<file path="src/rtl/pipeline_hazard_controller.sv">
// Pipeline hazard controller: barrier write/flush sequencing for load-use
// bubbles, EX-resolved branch squashes and multi-cycle data-memory freezes,
// with a memory-wait watchdog and saturating performance counters.
module pipeline_hazard_controller #(
    parameter int unsigned MEM_TIMEOUT = 64,
    parameter int unsigned STALL_CNT_W = 32
) (
    input  logic                   clk,
    input  logic                   rst,
    input  logic [4:0]             idRs1,
    input  logic [4:0]             idRs2,
    input  logic                   idUsesRs1,
    input  logic                   idUsesRs2,
    input  logic                   exMemRead,
    input  logic                   exRegWrite,
    input  logic [4:0]             exRd,
    input  logic                   exBranchTaken,
    input  logic                   memReq,
    input  logic                   memReady,
    output logic                   pcWrite,
    output logic                   ifIdWrite,
    output logic                   ifIdFlush,
    output logic                   idExWrite,
    output logic                   idExFlush,
    output logic                   exMemWrite,
    output logic                   memWbWrite,
    output logic                   memWbFlush,
    output logic                   memTimeout,
    output logic [STALL_CNT_W-1:0] stallCycles,
    output logic [15:0]            flushCount
);

    localparam logic [0:0]  ST_RUN      = 1'b0;
    localparam logic [0:0]  ST_MEM_WAIT = 1'b1;
    localparam logic [15:0] WAIT_LAST   = 16'(MEM_TIMEOUT - 1);

    logic [0:0]             state_q, state_d;
    logic [15:0]            waitCnt_q, waitCnt_d;
    logic                   timeout_q, timeout_d;
    logic [STALL_CNT_W-1:0] stall_q, stall_d;
    logic [15:0]            flush_q, flush_d;

    logic loadUse;
    logic waitExpired;
    logic freeze;
    logic branchFlush;

    // Hazard, freeze and watchdog decode from current state and inputs
    always_comb begin
        loadUse = exMemRead && exRegWrite && (exRd != 5'd0) &&
                  ((idUsesRs1 && (idRs1 == exRd)) || (idUsesRs2 && (idRs2 == exRd)));
        if (state_q == ST_MEM_WAIT) begin
            waitExpired = !memReady && (waitCnt_q == WAIT_LAST);
            freeze      = !memReady && !waitExpired;
        end else begin
            waitExpired = 1'b0;
            freeze      = memReq && !memReady;
        end
        branchFlush = !rst && !freeze && exBranchTaken;
    end

    // Barrier controls: reset > freeze > branch > load-use > normal
    always_comb begin
        pcWrite    = 1'b1;
        ifIdWrite  = 1'b1;
        ifIdFlush  = 1'b0;
        idExWrite  = 1'b1;
        idExFlush  = 1'b0;
        exMemWrite = 1'b1;
        memWbWrite = 1'b1;
        memWbFlush = 1'b0;
        if (rst) begin
            pcWrite    = 1'b0;
            ifIdWrite  = 1'b0;
            ifIdFlush  = 1'b1;
            idExWrite  = 1'b0;
            idExFlush  = 1'b1;
            exMemWrite = 1'b0;
            memWbWrite = 1'b0;
            memWbFlush = 1'b1;
        end else if (freeze) begin
            pcWrite    = 1'b0;
            ifIdWrite  = 1'b0;
            idExWrite  = 1'b0;
            exMemWrite = 1'b0;
            memWbFlush = 1'b1;
        end else begin
            if (exBranchTaken) begin
                ifIdFlush = 1'b1;
                idExFlush = 1'b1;
            end else if (loadUse) begin
                pcWrite   = 1'b0;
                ifIdWrite = 1'b0;
                idExFlush = 1'b1;
            end
            // A forced release must not let the incomplete access reach WB
            if (waitExpired) begin
                memWbFlush = 1'b1;
            end
        end
    end

    // Next-state for FSM, wait counter, sticky flag and counters
    always_comb begin
        state_d   = ST_RUN;
        waitCnt_d = '0;
        if (freeze) begin
            state_d = ST_MEM_WAIT;
            // The RUN cycle that starts the access counts as wait cycle 0,
            // so the first MEM_WAIT cycle already sees a count of 1.
            waitCnt_d = (state_q == ST_MEM_WAIT) ? waitCnt_q + 16'd1 : 16'd1;
        end
        timeout_d = timeout_q || waitExpired;
        stall_d   = (!pcWrite && (stall_q != '1)) ? stall_q + STALL_CNT_W'(1) : stall_q;
        flush_d   = (branchFlush && (flush_q != '1)) ? flush_q + 16'd1 : flush_q;
    end

    // State registers with synchronous reset
    always_ff @(posedge clk) begin
        if (rst) begin
            state_q   <= ST_RUN;
            waitCnt_q <= '0;
            timeout_q <= 1'b0;
            stall_q   <= '0;
            flush_q   <= '0;
        end else begin
            state_q   <= state_d;
            waitCnt_q <= waitCnt_d;
            timeout_q <= timeout_d;
            stall_q   <= stall_d;
            flush_q   <= flush_d;
        end
    end

    assign memTimeout  = timeout_q;
    assign stallCycles = stall_q;
    assign flushCount  = flush_q;

endmodule
</file>
<file path="config.mk">
export PLATFORM = sky130hd
export DESIGN_NAME = pipeline_hazard_controller
export DESIGN_NICKNAME = d
export VERILOG_FILES = /design/src/rtl/pipeline_hazard_controller.sv
export SDC_FILE = /design/constraint.sdc
export NUM_CORES = 1
export LEC_CHECK = 0
export CORE_MARGIN = 5
export CORE_UTILIZATION = 50
export CTS_CLUSTER_SIZE = 28
export DETAILED_ROUTE_END_ITERATION = 12
export PLACE_DENSITY = 0.8
export SLEW_MARGIN = 30
export SYNTH_ARGS = -nofsm -noshare
export SYNTH_HDL_FRONTEND = slang
export SYNTH_SLANG_ARGS = --single-unit
</file>
<file path="constraint.sdc">
create_clock -name clk -period 3.6 [get_ports clk]
set_input_delay 0.9 -clock clk [delete_from_list [all_inputs] [get_ports clk]]
set_output_delay 0.9 -clock clk [all_outputs]
set_load 0.005 [all_outputs]
</file>
; Word level (Yosys, flattened, before mapping)
; Index checks and enable logic that the tools add are counted.
[word_totals]
out_inout_bits = 57
inputBits = 24
regBits = 66
word_cells = 59
[classes]
n_eq_ne = 5
bitwise_logic = 2
add_sub_neg = 3
mux = 21
n_reduce_logical = 22
[op_table]
columns = op, count
row1 = adder 16 x 1 -> 16 bit (second input constant), 2
row2 = adder 32 x 1 -> 32 bit (second input constant), 1
row3 = != test 32 bit (second input constant), 1
row4 = 2-to-1 mux 1 bit, 21
row5 = equality test 16 x 6 -> 1 bit (second input constant), 1
row6 = != test 16 bit (second input constant), 1
row7 = logical AND 1 bit, 12
row8 = equality test 5 bit, 2
row9 = logical NOT 1 bit, 5
row10 = nonzero test 5 bit, 1
row11 = OR reduction 3 bit, 1
row12 = logical OR 1 bit, 2
row13 = NOT 1 bit, 2
row14 = OR reduction 2 bit, 1

; Longest topological paths before layout
; Gate-level depths: netlist of run 1.
[depth]
ltp_word = 10
depth_mapped = 10
depth_no_buf = 7

; Worst setup path before layout of run 1
; Ideal clock, no wire load.
[synth_path]
path_type = input -> output
startpoint = input exRd[0]
endpoint = output pcWrite
required_time_ps = 2700
cell_stages = 6
arrival_ps = 2355
path_buffers = 3
setup_slack_ps = 345
cell_sequence = or3_1 o311a_1 a311oi_2 buf_2 buf_4 buf_4
[synth_via]
elab_chain_len = 8
word_cells_on_any_way = 12
classes_between = eq/ne: 2 / mux: 4 / reduce/logical: 6
[synth_rtl]
columns = element, line
row1 = start: declaration, 16  ; input logic [4:0] exRd,
row2 = equality test 5 bit, 51  ; ((idUsesRs1 && (idRs1 == exRd)) || (idUsesRs2 && (idRs2 == exRd)));
row3 = logical AND 1 bit, 51
row4 = logical OR 1 bit, 51
row5 = logical AND 1 bit (*), 50  ; loadUse = exMemRead && exRegWrite && (exRd != 5'd0) &&
row6 = 2-to-1 mux 1 bit (*) (4 in series), n/a
row7 = end: declaration, 20  ; output logic pcWrite,
; Every way passes the cells marked *; elsewhere a longest branch is shown, timed or not.

; Worst setup path in the final report of run 1
[layout_path]
startpoint = input exRd[2]
endpoint = output ifIdWrite
[layout_via]
elab_chain_len = 8
word_cells_on_any_way = 12
classes_between = eq/ne: 2 / mux: 4 / reduce/logical: 6
[layout_rtl]
columns = element, line
row1 = equality test 5 bit, 51
row2 = logical AND 1 bit, 51
row3 = logical OR 1 bit, 51
row4 = logical AND 1 bit (*), 50
row5 = 2-to-1 mux 1 bit (*), 91  ; end else if (loadUse) begin
row6 = 2-to-1 mux 1 bit (*), 88  ; if (exBranchTaken) begin
row7 = 2-to-1 mux 1 bit (*), 81  ; end else if (freeze) begin
row8 = 2-to-1 mux 1 bit (*), 72  ; if (rst) begin
row9 = end: declaration, 21  ; output logic ifIdWrite,
; Marked as above.

==> results of run 1 <==
==> layer usage <==
metal | GRT usage | share of wire
met5 | 0 | 0
met4 | 0.07204 | 0.014
met3 | 0.04468 | 0.059
met2 | 0.3527 | 0.48
met1 | 0.2674 | 0.45
==> placed cells by master, fill, tap and decap left out, types with 5 or more instances in the layout <==
| master | synthesis | routed |
|---|---|---|
| dfxtp_1 | 66 | 66 |
| xnor2_1 | 17 | 17 |
| a21oi_1 | 22 | 22 |
| buf_4 | 6 | 15 |
| o31ai_1 | 11 | 11 |
| or3_1 | 13 | 12 |
| nor4_1 | 9 | 9 |
| nand3_1 | 26 | 26 |
| o21ai_0 | 12 | 11 |
| or4_1 | 11 | 11 |
| nand4_1 | 22 | 22 |
| o41ai_1 | 5 | 5 |
| nand2_1 | 29 | 29 |
| mux2_1 | 7 | 7 |
| nor2_1 | 51 | 51 |
| xor2_1 | 19 | 19 |
| nor2b_1 | 5 | 5 |
| clkbuf_8 | 0 | 11 |
| inv_1 | 5 | 5 |
| or2_2 | 5 | 5 |
| and3_1 | 19 | 19 |
| clkdlybuf4s50_1 | 0 | 72 |
==> state kept, by name (all words and copies together) (netlist names) <==
signal       flops
state_q          1
memTimeout       1
flushCount      16
waitCnt_q       16
stallCycles     32
==> worst min-delay path, stage by stage, from the launching register on <==
cell	delay, ns
dfxtp_1	0.32
inv_1	0.07
a211oi_1	0.06
==> cells by family after synthesis <==
kind of cell,synth area share
and+or+nand+nor,0.3185
xor gates and xnor gates,0.09184
buffers and inverters,0.03899
adders and majority gates,0.01093
muxes,0.02588
DFF,0.3848
AOI/OAI and AO/OA,0.1290
==> power groups by stage <==
stage | Clock, mW | Sequential (mW) | Combinational (mW)
after CTS | 0.637 | 0.743 | 0.134
final | 0.625 | 0.743 | 0.135
after floorplan | 0 | 0.759 | 0.0630
after global routing | 0.677 | 0.744 | 0.147
after detailed placement | 0 | 0.760 | 0.133
after global placement | 0 | 0.760 | 0.130
==> what timing repair did <==
action	CTS	global route
setup buffers	1	1
setup endpoints to repair	4	3
pin swaps	4	3
endpoints found under the hold margin	0	0
gates resized for setup	11	4
==> layout make-up <==
cell class	instances	area, um^2
Multi-Input combinational cell	319	2012
Clock inverter	2	35.03
Clock buffer	14	162.7
Tap cell	80	100.1
Timing Repair Buffer	95	903.4
Fill cell	575	2203
Inverter	5	18.77
Sequential cell	66	1321
==> worst max-delay path by stage <==
| stage | from | to | slack (ns) | cells after the start |
|---|---|---|---|---|
| after global placement | exRd[0] | ifIdWrite | -0.43 | 6 |
| after floorplan | exRd[0] | pcWrite | 0.34 | 6 |
| after global routing | memReady | exMemWrite | 0.02 | 6 |
| final | exRd[2] | ifIdWrite | 0.11 | 6 |
| after detailed placement | exRd[0] | ifIdWrite | -0.47 | 6 |
| after CTS | exRd[2] | ifIdWrite | -0.005 | 6 |
==> metrics.yaml, run 1 <==
run_status:
  status: "complete, no violations"
sta:
  period_share: 0.9692
  slew_viol_final: 0
  rsz0062_at_grt: "no"
  slew_headroom: 0.5765
  timing.final.crit_period_ns: 3.489
  worst_clock_skew_ns: 0.008855
  fin_ws_ns: 0.1108
  setup_viol: 0
  fin_setup_tns_ns: 0
  worst_slew_pin_slew_ns: 0.6294
  max_freq_mhz: 286.6
  holdWs_ns: 0.4982
  final-hold-violation-count: 0
route:
  vias_per_cell: 5.924
  vias: 3442
  postRouteAntennaNets: 0
  drt_pass1_iterations: 5
  post-route-drc-count: 0
  first_iter_violations: 192
  wirelength_um: 9015
  wl_per_cell_um: 15.52
global_routing:
  grt_pass1_wl_um: 14950
  grt_remaining_overflow: 0
  grt_max_degree: 48
  grt_pass1_vias: 3257
  antenna_found_initial: 0
  grt_usage: 0.2105
critical_path:
  cp-end-kind: "output pin"
  r2r_slack_ns: 0.60
  crit_path_max_fanout: 3
  worst_path_max_delay_cell: "clkdlybuf4s50_1"
  r2r-start: "waitCnt_q[0]$_SDFF_PP0_"
  critPathKind: "input pin to output pin"
  critical-path-top-delay-family: "buffers and inverters"
  cp_data_arrival_time_ns: 2.59
  critical_path.cell_chain: "clkdlybuf4s50_1 -> or3_4 -> o311a_4 -> a311oi_4 -> buf_12 -> clkbuf_2"
  worstSetupStartpointType: "input pin"
  worstRegToRegCells: 11
  crit_path_max_incr_delay_ns: 0.43
  r2r_end: "stallCycles[25]$_SDFFE_PP0P_"
  worst-path-buf-inv: 3
  required_ns: 2.70
pwr:
  p_clk_frac: 0.416
  sequentialPowerShare: 0.494
  peakVddDrop_uv: 253.8
  switching_share: 0.2252
  combPwrFrac: 0.090
  p_int_mw: 1.165
  p_total_mw: 1.503
  p_switching_uw: 338.5
  leakage_nw: 1.547
  power.density_nw_per_um2: 330.2
floorplanning:
  boundaryPins: 81
  row_count: 30
  die_h_um: 92.87
  die_area_um2: 8624
  floorplan.initialDensity: 0.5081
  die_x_um: 92.87
  core_um2: 6756
worst_hold_path:
  hold_path_end: "flushCount[12]$_SDFFE_PP0P_"
  hold_path_depth: 2
  min_from: "flushCount[12]$_SDFFE_PP0P_"
  hold_class: "flop to flop"
cts:
  clkTransAtPathRegs_ns: 0.07
  clkLatencyLatePin_ns: 0.33
  cts_root_buffer: "clkbuf_8"
  cts.path.max_buffers: 2
  ctsHtreeMaxLevel: 3
  cts.sinks: 66
  cts_hold_buffers: 0
  cts_buffers: 9
  cts_tree: "built"
synthesis:
  synth-async-reset-ratio: 0
  ys_top_cells_by_count: "66 x dfxtp_1, 51 x nor2_1, 29 x nand2_1"
  syn_area_per_cell_um2: 8.313
  syn_nets: 440
  synth_most_common_cell: "dfxtp_1"
  yosysSeqAreaShare: 0.3848
  synth_warnings: 0
  synth_top_area_cell: "dfxtp_1"
  synth_cell_types: 44
  ys.flop_type: "dfxtp_1"
  ys_ff_latch: 66
  synth_edf_count: 0
  synth_area_um2: 3433
  synth_area_leaders: "dfxtp_1 38%, nor2_1 5.6%, xor2_1 4.8%"
  syn_inst: 413
  synth_top_cell_area_share: 0.3848
cells_and_area:
  design_area_um2: 4553
  num_antenna_cells: 0
  area_delta_synth_final_pct: 32.62
  nNetsFinal: 523
  finalNonFillerCells: 581
  drive_gt1_frac: 0.08782
  post-route-util: 0.6739
placement:
  place_area_um2: 4335
  gp_congestion: 0.8844
  dp.cells: 563
  portBuffers: 80
  pre_cts_slack_ns: -0.4658
  hpwl_um: 6300
run:
  drv_cap: 0
Power figures use the tool's default switching activity.
==> inputs of run 2 (changes only) <==
CAP_MARGIN = 40   (was unset)
CTS_CLUSTER_DIAMETER = 150   (was unset)
==> results of run 2 <==
The final DEF is identical to that of run 1; final timing and power are the same.
